File: src/rtl/codec_cfg_pkg.sv
// Shared types and constants for the codec power-up sequencer: FSM encodings,
// codec register addresses, table entry layout and the word-length encoder.
package codec_cfg_pkg;

    localparam logic [2:0] ST_IDLE  = 3'd0;
    localparam logic [2:0] ST_PWRUP = 3'd1;
    localparam logic [2:0] ST_ISSUE = 3'd2;
    localparam logic [2:0] ST_WAIT  = 3'd3;
    localparam logic [2:0] ST_GAP   = 3'd4;
    localparam logic [2:0] ST_DONE  = 3'd5;
    localparam logic [2:0] ST_ERROR = 3'd6;

    localparam logic [6:0] R0  = 7'd0;
    localparam logic [6:0] R1  = 7'd1;
    localparam logic [6:0] R2  = 7'd2;
    localparam logic [6:0] R3  = 7'd3;
    localparam logic [6:0] R4  = 7'd4;
    localparam logic [6:0] R6  = 7'd6;
    localparam logic [6:0] R10 = 7'd10;
    localparam logic [6:0] R14 = 7'd14;
    localparam logic [6:0] R49 = 7'd49;
    localparam logic [6:0] R50 = 7'd50;
    localparam logic [6:0] R51 = 7'd51;
    localparam logic [6:0] R52 = 7'd52;
    localparam logic [6:0] R53 = 7'd53;
    localparam logic [6:0] R54 = 7'd54;
    localparam logic [6:0] R55 = 7'd55;

    // Packed so that the entry maps directly onto the 16-bit frame, address first.
    typedef struct packed {
        logic [6:0] addr;
        logic [8:0] data;
    } entry_t;

    function automatic logic [1:0] wl_code(input int wl);
        case (wl)
            16:      return 2'b00;
            20:      return 2'b01;
            32:      return 2'b11;
            default: return 2'b10;
        endcase
    endfunction

endpackage

File: src/rtl/codec_cfg_sequencer_if.sv
// Handshake between the configuration sequencer and the I2C byte-write master.
interface codec_cfg_sequencer_if;
    logic        i2c_req;
    logic [6:0]  i2c_dev_addr;
    logic [15:0] i2c_wdata;
    logic        i2c_ack;
    logic        i2c_nack;

    modport master (output i2c_req, i2c_dev_addr, i2c_wdata, input i2c_ack, i2c_nack);
    modport slave  (input i2c_req, i2c_dev_addr, i2c_wdata, output i2c_ack, i2c_nack);
endinterface

File: src/rtl/codec_cfg_rom.sv
// Fixed power-up register table for the codec; entry 0 is always the software reset.
module codec_cfg_rom
    import codec_cfg_pkg::*;
#(
    parameter int WL = 24
) (
    input  logic [4:0] idx,
    output entry_t     entry
);

    always_comb begin
        entry = '{R49, 9'h002};
        case (idx)
            5'd0:  entry = '{R0,  9'h000};
            5'd1:  entry = '{R1,  9'h00B};
            5'd2:  entry = '{R2,  9'h180};
            // Interface control: I2S format, word length from WL.
            5'd3:  entry = '{R4,  {2'b00, wl_code(WL), 2'b10, 3'b000}};
            5'd4:  entry = '{R3,  9'h06F};
            5'd5:  entry = '{R6,  9'h000};
            5'd6:  entry = '{R10, 9'h008};
            5'd7:  entry = '{R14, 9'h108};
            5'd8:  entry = '{R49, 9'h002};
            5'd9:  entry = '{R50, 9'h001};
            5'd10: entry = '{R51, 9'h001};
            5'd11: entry = '{R52, 9'h139};
            5'd12: entry = '{R53, 9'h139};
            5'd13: entry = '{R54, 9'h039};
            5'd14: entry = '{R55, 9'h139};
            5'd15: entry = '{R3,  9'h06F};
            default: entry = '{R49, 9'h002};
        endcase
    end

endmodule

File: src/rtl/codec_cfg_sequencer.sv
// Power-up configuration sequencer: walks the register table over the I2C handshake.
// Optional headphone-volume writes in DONE when CODEC_CFG_VOLUME_EN is defined.
module codec_cfg_sequencer
    import codec_cfg_pkg::*;
#(
    parameter logic [6:0] DEV_ADDR     = 7'h1A,
    parameter int         WL           = 24,
    parameter int         NUM_REGS     = 16,
    parameter int         MAX_RETRY    = 3,
    parameter int         PWRUP_CYCLES = 500000,
    parameter int         GAP_CYCLES   = 50000
) (
    input  logic                  clk,
    input  logic                  rst,
    input  logic                  start,
    codec_cfg_sequencer_if.master bus,
`ifdef CODEC_CFG_VOLUME_EN
    input  logic                  vol_req,
    input  logic [5:0]            vol_val,
    output logic                  vol_ack,
`endif
    output logic                  cfg_busy,
    output logic                  cfg_done,
    output logic                  cfg_err,
    output logic [4:0]            cur_idx
);

    localparam int CNT_MAX = (PWRUP_CYCLES > GAP_CYCLES) ? PWRUP_CYCLES : GAP_CYCLES;
    localparam int CNT_W   = $clog2(CNT_MAX + 1);

    logic [2:0]       state;
    logic [4:0]       idx;
    logic [2:0]       retry;
    logic [CNT_W-1:0] cnt;
    logic             req;
    logic [15:0]      wdata;
    entry_t           rom_entry;
    entry_t           nxt_entry;

`ifdef CODEC_CFG_VOLUME_EN
    logic             vol_mode;
    logic             vol_sel;
    logic [5:0]       vol_lat;
`endif

    codec_cfg_rom #(.WL(WL)) u_rom (.idx(idx), .entry(rom_entry));

    always_comb begin
        nxt_entry = rom_entry;
`ifdef CODEC_CFG_VOLUME_EN
        // HP L then HP R, both with the update bit set.
        if (vol_mode)
            nxt_entry = '{(vol_sel ? R53 : R52), {3'b100, vol_lat}};
`endif
    end

    assign bus.i2c_req      = req;
    assign bus.i2c_wdata    = wdata;
    assign bus.i2c_dev_addr = DEV_ADDR;
    assign cur_idx          = idx;

    always_ff @(posedge clk) begin
        if (rst) begin
            state    <= ST_IDLE;
            idx      <= '0;
            retry    <= '0;
            cnt      <= '0;
            req      <= 1'b0;
            wdata    <= '0;
            cfg_busy <= 1'b0;
            cfg_done <= 1'b0;
            cfg_err  <= 1'b0;
`ifdef CODEC_CFG_VOLUME_EN
            vol_mode <= 1'b0;
            vol_sel  <= 1'b0;
            vol_lat  <= '0;
            vol_ack  <= 1'b0;
`endif
        end else begin
`ifdef CODEC_CFG_VOLUME_EN
            vol_ack <= 1'b0;
`endif
            case (state)
                ST_IDLE, ST_DONE, ST_ERROR: begin
                    if (start) begin
                        cfg_done <= 1'b0;
                        cfg_err  <= 1'b0;
                        cfg_busy <= 1'b1;
                        idx      <= '0;
                        retry    <= '0;
                        cnt      <= '0;
                        state    <= ST_PWRUP;
                    end
`ifdef CODEC_CFG_VOLUME_EN
                    else if (state == ST_DONE && vol_req) begin
                        vol_mode <= 1'b1;
                        vol_sel  <= 1'b0;
                        vol_lat  <= vol_val;
                        retry    <= '0;
                        cfg_busy <= 1'b1;
                        state    <= ST_ISSUE;
                    end
`endif
                end
                ST_PWRUP: begin
                    if (cnt == CNT_W'(PWRUP_CYCLES - 1)) begin
                        cnt   <= '0;
                        state <= ST_ISSUE;
                    end else begin
                        cnt <= cnt + CNT_W'(1);
                    end
                end
                ST_ISSUE: begin
                    req   <= 1'b1;
                    wdata <= nxt_entry;
                    state <= ST_WAIT;
                end
                ST_WAIT: begin
                    // nack wins over a simultaneous ack
                    if (bus.i2c_nack) begin
                        req <= 1'b0;
                        if (retry < 3'(MAX_RETRY)) begin
                            retry <= retry + 3'd1;
                            state <= ST_GAP;
                        end else begin
                            cfg_err  <= 1'b1;
                            cfg_busy <= 1'b0;
                            state    <= ST_ERROR;
`ifdef CODEC_CFG_VOLUME_EN
                            vol_mode <= 1'b0;
`endif
                        end
                    end else if (bus.i2c_ack) begin
                        req   <= 1'b0;
                        retry <= '0;
`ifdef CODEC_CFG_VOLUME_EN
                        if (vol_mode) begin
                            if (!vol_sel) begin
                                vol_sel <= 1'b1;
                                state   <= ST_GAP;
                            end else begin
                                vol_mode <= 1'b0;
                                vol_ack  <= 1'b1;
                                cfg_busy <= 1'b0;
                                state    <= ST_DONE;
                            end
                        end else
`endif
                        if (idx == 5'(NUM_REGS - 1)) begin
                            cfg_done <= 1'b1;
                            cfg_busy <= 1'b0;
                            state    <= ST_DONE;
                        end else begin
                            idx   <= idx + 5'd1;
                            state <= ST_GAP;
                        end
                    end
                end
                ST_GAP: begin
                    if (cnt == CNT_W'(GAP_CYCLES - 1)) begin
                        cnt   <= '0;
                        state <= ST_ISSUE;
                    end else begin
                        cnt <= cnt + CNT_W'(1);
                    end
                end
                default: state <= ST_IDLE;
            endcase
        end
    end

endmodule
File: src/flat_wrapper.sv
// flat-port wrapper written by rule: the top's interface ports become plain ports
module codec_cfg_sequencer_flat import codec_cfg_pkg::*;
#(
    parameter logic [6:0] DEV_ADDR     = 7'h1A,
    parameter int         WL           = 24,
    parameter int         NUM_REGS     = 16,
    parameter int         MAX_RETRY    = 3,
    parameter int         PWRUP_CYCLES = 500000,
    parameter int         GAP_CYCLES   = 50000
)
  (clk, rst, start, cfg_busy, cfg_done, cfg_err, cur_idx, bus_i2c_req, bus_i2c_dev_addr, bus_i2c_wdata, bus_i2c_ack, bus_i2c_nack);
  codec_cfg_sequencer_if bus_i ();
  input  logic clk;
  input  logic rst;
  input  logic start;
  output logic cfg_busy;
  output logic cfg_done;
  output logic cfg_err;
  output logic [4:0] cur_idx;
  output wire logic [$bits(bus_i.i2c_req)-1:0] bus_i2c_req;
  output wire logic [$bits(bus_i.i2c_dev_addr)-1:0] bus_i2c_dev_addr;
  output wire logic [$bits(bus_i.i2c_wdata)-1:0] bus_i2c_wdata;
  input wire logic [$bits(bus_i.i2c_ack)-1:0] bus_i2c_ack;
  input wire logic [$bits(bus_i.i2c_nack)-1:0] bus_i2c_nack;
  assign bus_i2c_req = bus_i.i2c_req;
  assign bus_i2c_dev_addr = bus_i.i2c_dev_addr;
  assign bus_i2c_wdata = bus_i.i2c_wdata;
  assign bus_i.i2c_ack = bus_i2c_ack;
  assign bus_i.i2c_nack = bus_i2c_nack;
  codec_cfg_sequencer #(.DEV_ADDR(DEV_ADDR), .WL(WL), .NUM_REGS(NUM_REGS), .MAX_RETRY(MAX_RETRY), .PWRUP_CYCLES(PWRUP_CYCLES), .GAP_CYCLES(GAP_CYCLES)) u_core (.clk(clk), .rst(rst), .start(start), .bus(bus_i), .cfg_busy(cfg_busy), .cfg_done(cfg_done), .cfg_err(cfg_err), .cur_idx(cur_idx));
endmodule
File: config.mk
export PLATFORM = sky130hd
export DESIGN_NAME = codec_cfg_sequencer_flat
export DESIGN_NICKNAME = d
export VERILOG_FILES = /design/src/rtl/codec_cfg_pkg.sv /design/src/rtl/codec_cfg_sequencer_if.sv /design/src/rtl/codec_cfg_rom.sv /design/src/rtl/codec_cfg_sequencer.sv /design/src/flat_wrapper.sv
export SDC_FILE = /design/constraint.sdc
export NUM_CORES = 1
export LEC_CHECK = 0
export BUFFER_PORTS_ARGS = -buffer_cell sky130_fd_sc_hd__buf_4
export CAP_MARGIN = 15
export CORE_UTILIZATION = 58
export CTS_BUF_LIST = sky130_fd_sc_hd__clkbuf_4 sky130_fd_sc_hd__clkbuf_8 sky130_fd_sc_hd__clkbuf_16
export CTS_CLUSTER_SIZE = 16
export DETAILED_ROUTE_END_ITERATION = 6
export PLACE_DENSITY = 0.85
export RECOVER_POWER = 50
export SYNTH_ARGS = -nofsm -noshare
export SYNTH_HDL_FRONTEND = slang
export SYNTH_SLANG_ARGS = --single-unit
File: constraint.sdc
create_clock -name clk -period 3.38 [get_ports clk]
set_input_delay 0.676 -clock clk [delete_from_list [all_inputs] [get_ports clk]]
set_output_delay 0.676 -clock clk [all_outputs]
set_load 0.05 [all_outputs]
==> summary.md, run 1 <==
| Metric | Value |
|---|---|
| Share of cells above drive strength 1 | `9.58%` |
| Flops & latches, synth | `62` |
| CTS Root Cell | `clkbuf_8` |
| Overall Global Routing Usage | `27.1%` |
| DR vias | `2832` |
| Routed len/inst | `15.0 µm` |
| Post-CTS Resized | `0` |
| IO Count | `37` |
| Overall power after layout | `2.07 mW` |
| Req. time, crit path | `3640 ps` |
| Drt via density | `5.94` |
| Crit path DAT | `between 3000 and 4000 ps` |
| First-pass GRT wire length | `11700 µm` |
| Post-synth ARST share | `0%` |
| Fin Setup TNS | `0 ps` |
| Post-synth EDFFs | `0` |
| Status | `finished clean` |
| Initial core utilization | `60.7%` |
| Final hold vios | `0` |
| Routability congestion estimate | `0.890` |
| Most common library cell in the layout ignoring fill and taps | `dfxtp_1` |
| NumNets Final | `415` |
| Std cell rows | `26` |
| Hold Worst Slack | `454 ps` |
| HP Class | `flop to flop` |
| Post-synth cell types | `between 60 and 70` |
| N_diodes | `0` |
| Synth Instances | `379` |
| Final worst-path cycle share | `88.6%` |
| Synth Cell Area | `3140 µm²` |
| First drt pass iteration count | `5` |
| Power per cell area | `604 nW/µm²` |
| Peak Freq | `334 MHz` |
| Ys Warns | `0` |
| Vias in the first global route | `around 2500` |
| Crit-path max FO | `9` |
| Crit end category | `flop` |
| Post-CTS setup buffers | `0` |
| Crit path largest cell delay | `520 ps` |
| CP Cell Sequence | `ha_1 > and3_1 > ha_1 > buf_4 > nand2_1 > a21boi_1 > o21ai_2 > ha_1 > inv_1 > a2111oi_0 > a31oi_1 > o31ai_2` |
| Top post-synthesis cells by area | `dfxtp_1, a21oi_1, nor2_1, nand2_1, ha_1` |
| Clock skew | `9.25 ps` |
| Register area share after synthesis | `about two fifths` |
| Rel. slew slack | `46.2%` |
| Die W | `75.6 µm` |
| DPL Wire Length | `5060 µm` |
| Synth area leader | `dfxtp_1` |
| Die height | `75.6 µm` |
| Synth Area per Inst | `8.29 µm²` |
| CTS buffer count | `9` |
| Post-synth top area share | `39.5%` |
| Most used DFF post-synth | `dfxtp_1` |
| Setup violators final | `0` |
| # port buffers | `28` |
| Clk sinks | `62` |
| Critical path type | `flop to flop` |
| Slew Limit Fails | `0` |
| Area grow syn2layout | `9.08%` |
| Hold buffer count at CTS | `0` |
| Slowest CP cell | `a2111oi_0` |
| Iter 0 DRT Violations | `around 170` |
| Dpl ws | `478 ps` |
| Worst Tran Pin Value | `797 ps` |
| Final ANT Viol Nets | `0` |
| CP Buf/Inv Count | `2` |
| Htree depth | `3` |
| Most frequent cells in the layout | `dfxtp_1, a21oi_1, nor2_1, nand2_1, clkbuf_1` |
| Initial antenna violation count | `0` |
| LEAKAGE | `1.27 nW` |
| CP dominant cell by count | `ha_1` |
| Minimum clock period | `2990 ps` |
| Final WL | `7160 µm` |
| Largest net degree at the start of global routing | `35` |
| Critical Path Start Type | `flop` |
| Clock slew at reported path FFs | `~80 ps` |
| Worst vdd ir | `278 µV` |
| Clk buf depth | `2` |
| Grt total ovfl | `0` |
| TritonCTS clock tree | `built` |
| Residual DRC | `0` |
| Clock Latency Late Sink | `about 350 ps` |
| Final WS setup | `about 390 ps` |
| RSZ-0062 raised after global routing | `false` |
| Die area | `5720 µm²` |
| Delay-heaviest family, CP | `compound AO/OA/AOI/OAI gates` |
| CORE AREA | `5170 µm²` |
| Maxcap violations | `0` |
[tightest hold or removal path, delay by kind of cell, from the launching register on]
family,cells,cell delay (ps)
DFF,1,310
AOI/OAI and AO/OA,1,50
and+or+nand+nor,1,50
[worst paths after layout]
path / start / endpoint / slack [ps] / cells past startpoint
min: u_core.bus.i2c_wdata[6] / u_core.bus.i2c_wdata[6] / 450 / 2
max reg2reg: u_core.cur_idx[0] / flop / 390 / 12
min reg2reg: u_core.bus.i2c_wdata[6] / u_core.bus.i2c_wdata[6] / 450 / 2
max: u_core.cur_idx[0] / flop / 390 / 12
[where the power goes]
group,total (mW),internal (mW),switching (mW)
Clock,0.587,0.267,0.320
Combinational,0.629,0.188,0.441
Sequential,0.853,0.782,0.0713
[final cells by class]
class / count / area [µm²]
Clock buffer: 9 / 124
Clock inverter: 7 / 48.8
Fill cell: 466 / 1750
Inverter: 12 / 46.3
Multi-Input combinational cell: 283 / 1720
Sequential cell: 62 / 1240
Tap cell: 70 / 87.6
Timing Repair Buffer: 34 / 158
[per-layer routing]
| layer | track usage (%) | wire length (µm) |
|---|---|---|
| met5 | 0 | 0 |
| met2 | 43.5 | 3410 |
| met3 | 6.75 | 400 |
| met1 | 35.4 | 3230 |
| met4 | 10.3 | 125 |
[cells in the mapped netlist, types with 7 or more instances]
| library cell | n |
|---|---|
| a31oi_1 | 10 |
| nand2b_1 | 7 |
| o21ai_0 | 14 |
| nand3_1 | 19 |
| nor3_1 | 16 |
| nand2_1 | 28 |
| and3_1 | 10 |
| dfxtp_1 | 62 |
| a21oi_1 | 37 |
| nor2_1 | 35 |
| ha_1 | 8 |
| buf_4 | 9 |
| inv_1 | 10 |
| clkbuf_1 | 16 |
| xnor2_1 | 7 |
[kinds of logic (layout without fill, tap and decap cells)]
family	count (synthesis)	after routing	share of synthesized area, %
other	2	8	0.239
and+or+nand+nor	151	151	25.4
muxes	4	4	1.27
AOI/OAI and AO/OA	100	100	20.7
buffers and inverters	40	62	6.41
DFF	62	62	39.5
adders and majority gates	8	8	3.19
xor gates and xnor gates	12	12	3.35
[metrics by stage]
stage                     instances  util [%]  area [µm²]
after floorplan                 385         -        3160
after global placement          461      64.8        3350
after detailed placement        461      64.8        3350
after CTS                       477      68.1        3520
after global routing            477      66.3        3430
final                           477      66.3        3430
Power figures use the tool's default switching activity.
==> run 2, diff against run 1 <==
==> constraint.sdc (replaced) <==
create_clock -name clk -period 3.38 [get_ports clk]
set_input_delay 0.169 -clock clk [delete_from_list [all_inputs] [get_ports clk]]
set_output_delay 0.169 -clock clk [all_outputs]
set_load 0.05 [all_outputs]
==> run 2 against run 1 <==
Wire length decreased by 0.39%. Sequential power about the same. Critical path type unchanged. Combinational power decreased by 1%. Total power increased by 5.4%. Cell area increased by 0.73%. Non-clock buffer count decreased by 2. Clock power increased by 20%. Final cell count decreased by 0.42%. Die area unchanged. Fmax decreased by 4.9%. Critical path depth decreased by 2.
==> summary.md, run 2 (synthesized netlist as in run 1, its figures left out) <==
| Metric | Value |
|---|---|
| Status | `finished clean` |
| Final worst-path cycle share | `93.1% (+4.5 points)` |
| GRT busiest layer | `met2` |
| Die height | `75.6 µm (unchanged)` |
| Clk sinks | `62 (unchanged)` |
| N_diodes | `0 (unchanged)` |
| LEAKAGE | `1.28 nW (+1.1%)` |
| CTS Root Cell | `clkbuf_8` |
| Minimum clock period | `3150 ps (+154 ps)` |
| NumNets Final | `413 (-0.48%)` |
| GR met3 Demand/Resource | `8.86% (+2.1 points)` |
| DR vias | `2900 (+2.4%)` |
| CP Buf/Inv Count | `1 (-1)` |
| Die area | `5720 µm² (unchanged)` |
| Crit end category | `flop` |
| Share of cells above drive strength 1 | `9.14% (-0.45 points)` |
| Worst path depth | `10 (-2)` |
| Post-CTS setup buffers | `0 (unchanged)` |
| Layout Cells excl Fill | `475 (-0.42%)` |
| Drt via density | `6.11 (+2.8%)` |
| Clk buf depth | `2 (unchanged)` |
| Power per cell area | `632 nW/µm² (+4.7%)` |
| DP Area | `3340 µm² (-0.45%)` |
| TritonCTS clock tree | `built` |
| Net Switching | `803 µW (-3.6%)` |
| Initial antenna violation count | `0 (unchanged)` |
| Worst R2R Path Depth | `10 (-2)` |
| First drt pass iteration count | `5 (unchanged)` |
| Final ANT Viol Nets | `0 (unchanged)` |
| Met1 Use GR | `33.3% (-2.2 points)` |
| Most common library cell in the layout ignoring fill and taps | `dfxtp_1` |
| HP Class | `input port to flop` |
| Hold buffer count at CTS | `0 (unchanged)` |
| Clock skew | `4.02 ps (-5.23 ps)` |
| Htree depth | `3 (unchanged)` |
| Slowest CP cell | `or4_4` |
| Final WS setup | `233 ps (-154 ps)` |
| Die W | `75.6 µm (unchanged)` |
| Clock Latency Late Sink | `340 ps (about the same)` |
| CP Cell Sequence | `ha_1 > and3_1 > ha_1 > nand4b_1 > or4_4 > a211o_4 > clkinv_2 > nor2_2 > o32a_1 > o31ai_2` |
| CP dominant cell by count | `ha_1` |
| Fillers | `434 (-6.9%)` |
| Dpl ws | `300 ps (-177 ps)` |
| Routability congestion estimate | `0.946 (+6.3%)` |
| Sw Ratio | `36.8% (-3.5 points)` |
| Grt total ovfl | `0 (unchanged)` |
| Clock Power Share | `32.4% (+4.0 points)` |
| Vias in the first global route | `2636 (+4.6%)` |
| Hold Path Cell Cnt | `2 (unchanged)` |
| Hold Worst Slack | `222 ps (-231 ps)` |
| Setup violators final | `0 (unchanged)` |
| Crit-path max FO | `16 (+7)` |
| Routed len/inst | `15.0 µm (about the same)` |
| # port buffers | `28 (unchanged)` |
| Util after Layout | `66.7% (+0.48 points)` |
| Overall Global Routing Usage | `27.7% (+0.55 points)` |
| Std cell rows | `26 (unchanged)` |
| Initial core utilization | `60.7% (unchanged)` |
| Iter 0 DRT Violations | `186 (+8.8%)` |
| Post-route cell area | `3450 µm² (+0.73%)` |
| Critical Path Start Type | `flop` |
| Largest net degree at the start of global routing | `35 (unchanged)` |
| Worst Tran Pin Value | `756 ps (-40.9 ps)` |
| Rel. slew slack | `48.9% (+2.8 points)` |
| First-pass GRT wire length | `11800 µm (+0.77%)` |
| Placed Cells | `459 (-0.43%)` |
| Most frequent cells in the layout | `dfxtp_1, a21oi_1, nor2_1, nand2_1, clkbuf_1` |
| IO Count | `37 (unchanged)` |
| Overall power after layout | `2.18 mW (+5.4%)` |
| Req. time, crit path | `3640 ps (about the same)` |
| RSZ-0062 raised after global routing | `false` |
| Post-CTS Resized | `0 (unchanged)` |
| Crit path DAT | `3410 ps (+150 ps)` |
| Peak Freq | `318 MHz (-4.9%)` |
| DPL Wire Length | `4920 µm (-2.7%)` |
| CORE AREA | `5170 µm² (unchanged)` |
| CTS buffer count | `9 (unchanged)` |
| Maxcap violations | `0 (unchanged)` |
| Clock slew at reported path FFs | `70 ps (about the same)` |
| Sequential share of power | `39.2% (-2.0 points)` |
| Worst vdd ir | `328 µV (+18%)` |
| Slew Limit Fails | `0 (unchanged)` |
| Comb power frac | `28.4% (-2.0 points)` |
| Final hold vios | `0 (unchanged)` |
| Residual DRC | `0 (unchanged)` |
| Critical path type | `flop to flop` |
| Area grow syn2layout | `9.88%` |
| Crit path largest cell delay | `450 ps (-70 ps)` |
| Delay-heaviest family, CP | `simple AND/OR/NAND/NOR gates` |
| Fin Setup TNS | `0 ps (unchanged)` |
| Final WL | `7140 µm (-0.39%)` |
| Internal | `1.38 mW (+12%)` |
| GR Layer Usage met2 | `45.8% (+2.4 points)` |
## run 2: power groups by stage
| stage | Clock, mW | Combinational, mW | Sequential (mW) |
|---|---|---|---|
| global placement | 0 | 0.635 | 0.867 |
| global route | 0.745 | 0.683 | 0.865 |
| detailed placement | 0 | 0.644 | 0.869 |
| floorplan | 0 | 0.441 | 0.928 |
| CTS | 0.711 | 0.649 | 0.853 |
| finish | 0.706 | 0.620 | 0.855 |
## run 2: metal layers
layer | vias up | share of wire [%]
met4 | 0 | 1.5
met2 | 128 | 49
met5 | - | 0
met1 | 1364 | 42
met3 | 10 | 7.2
li1 | 1398 | -
## run 2: final cells by class
class	instances	area [µm²]	area share, %
multi-input cells	283	1720	49.9
flip-flops and latches	62	1240	36.0
repair buffers	32	143	4.13
clock buffers	9	124	3.59
clock inverters	7	88.8	2.57
well taps	70	87.6	2.54
inverters	12	46.3	1.34
## run 2: final timing paths
kind	from	slack, ps	endpoint
max	u_core.cur_idx[0]	230	flop
min reg2reg	u_core.bus.i2c_wdata[4]	450	u_core.bus.i2c_wdata[4]
max reg2reg	u_core.cur_idx[0]	230	flop
min	rst	220	u_core.cnt[1]
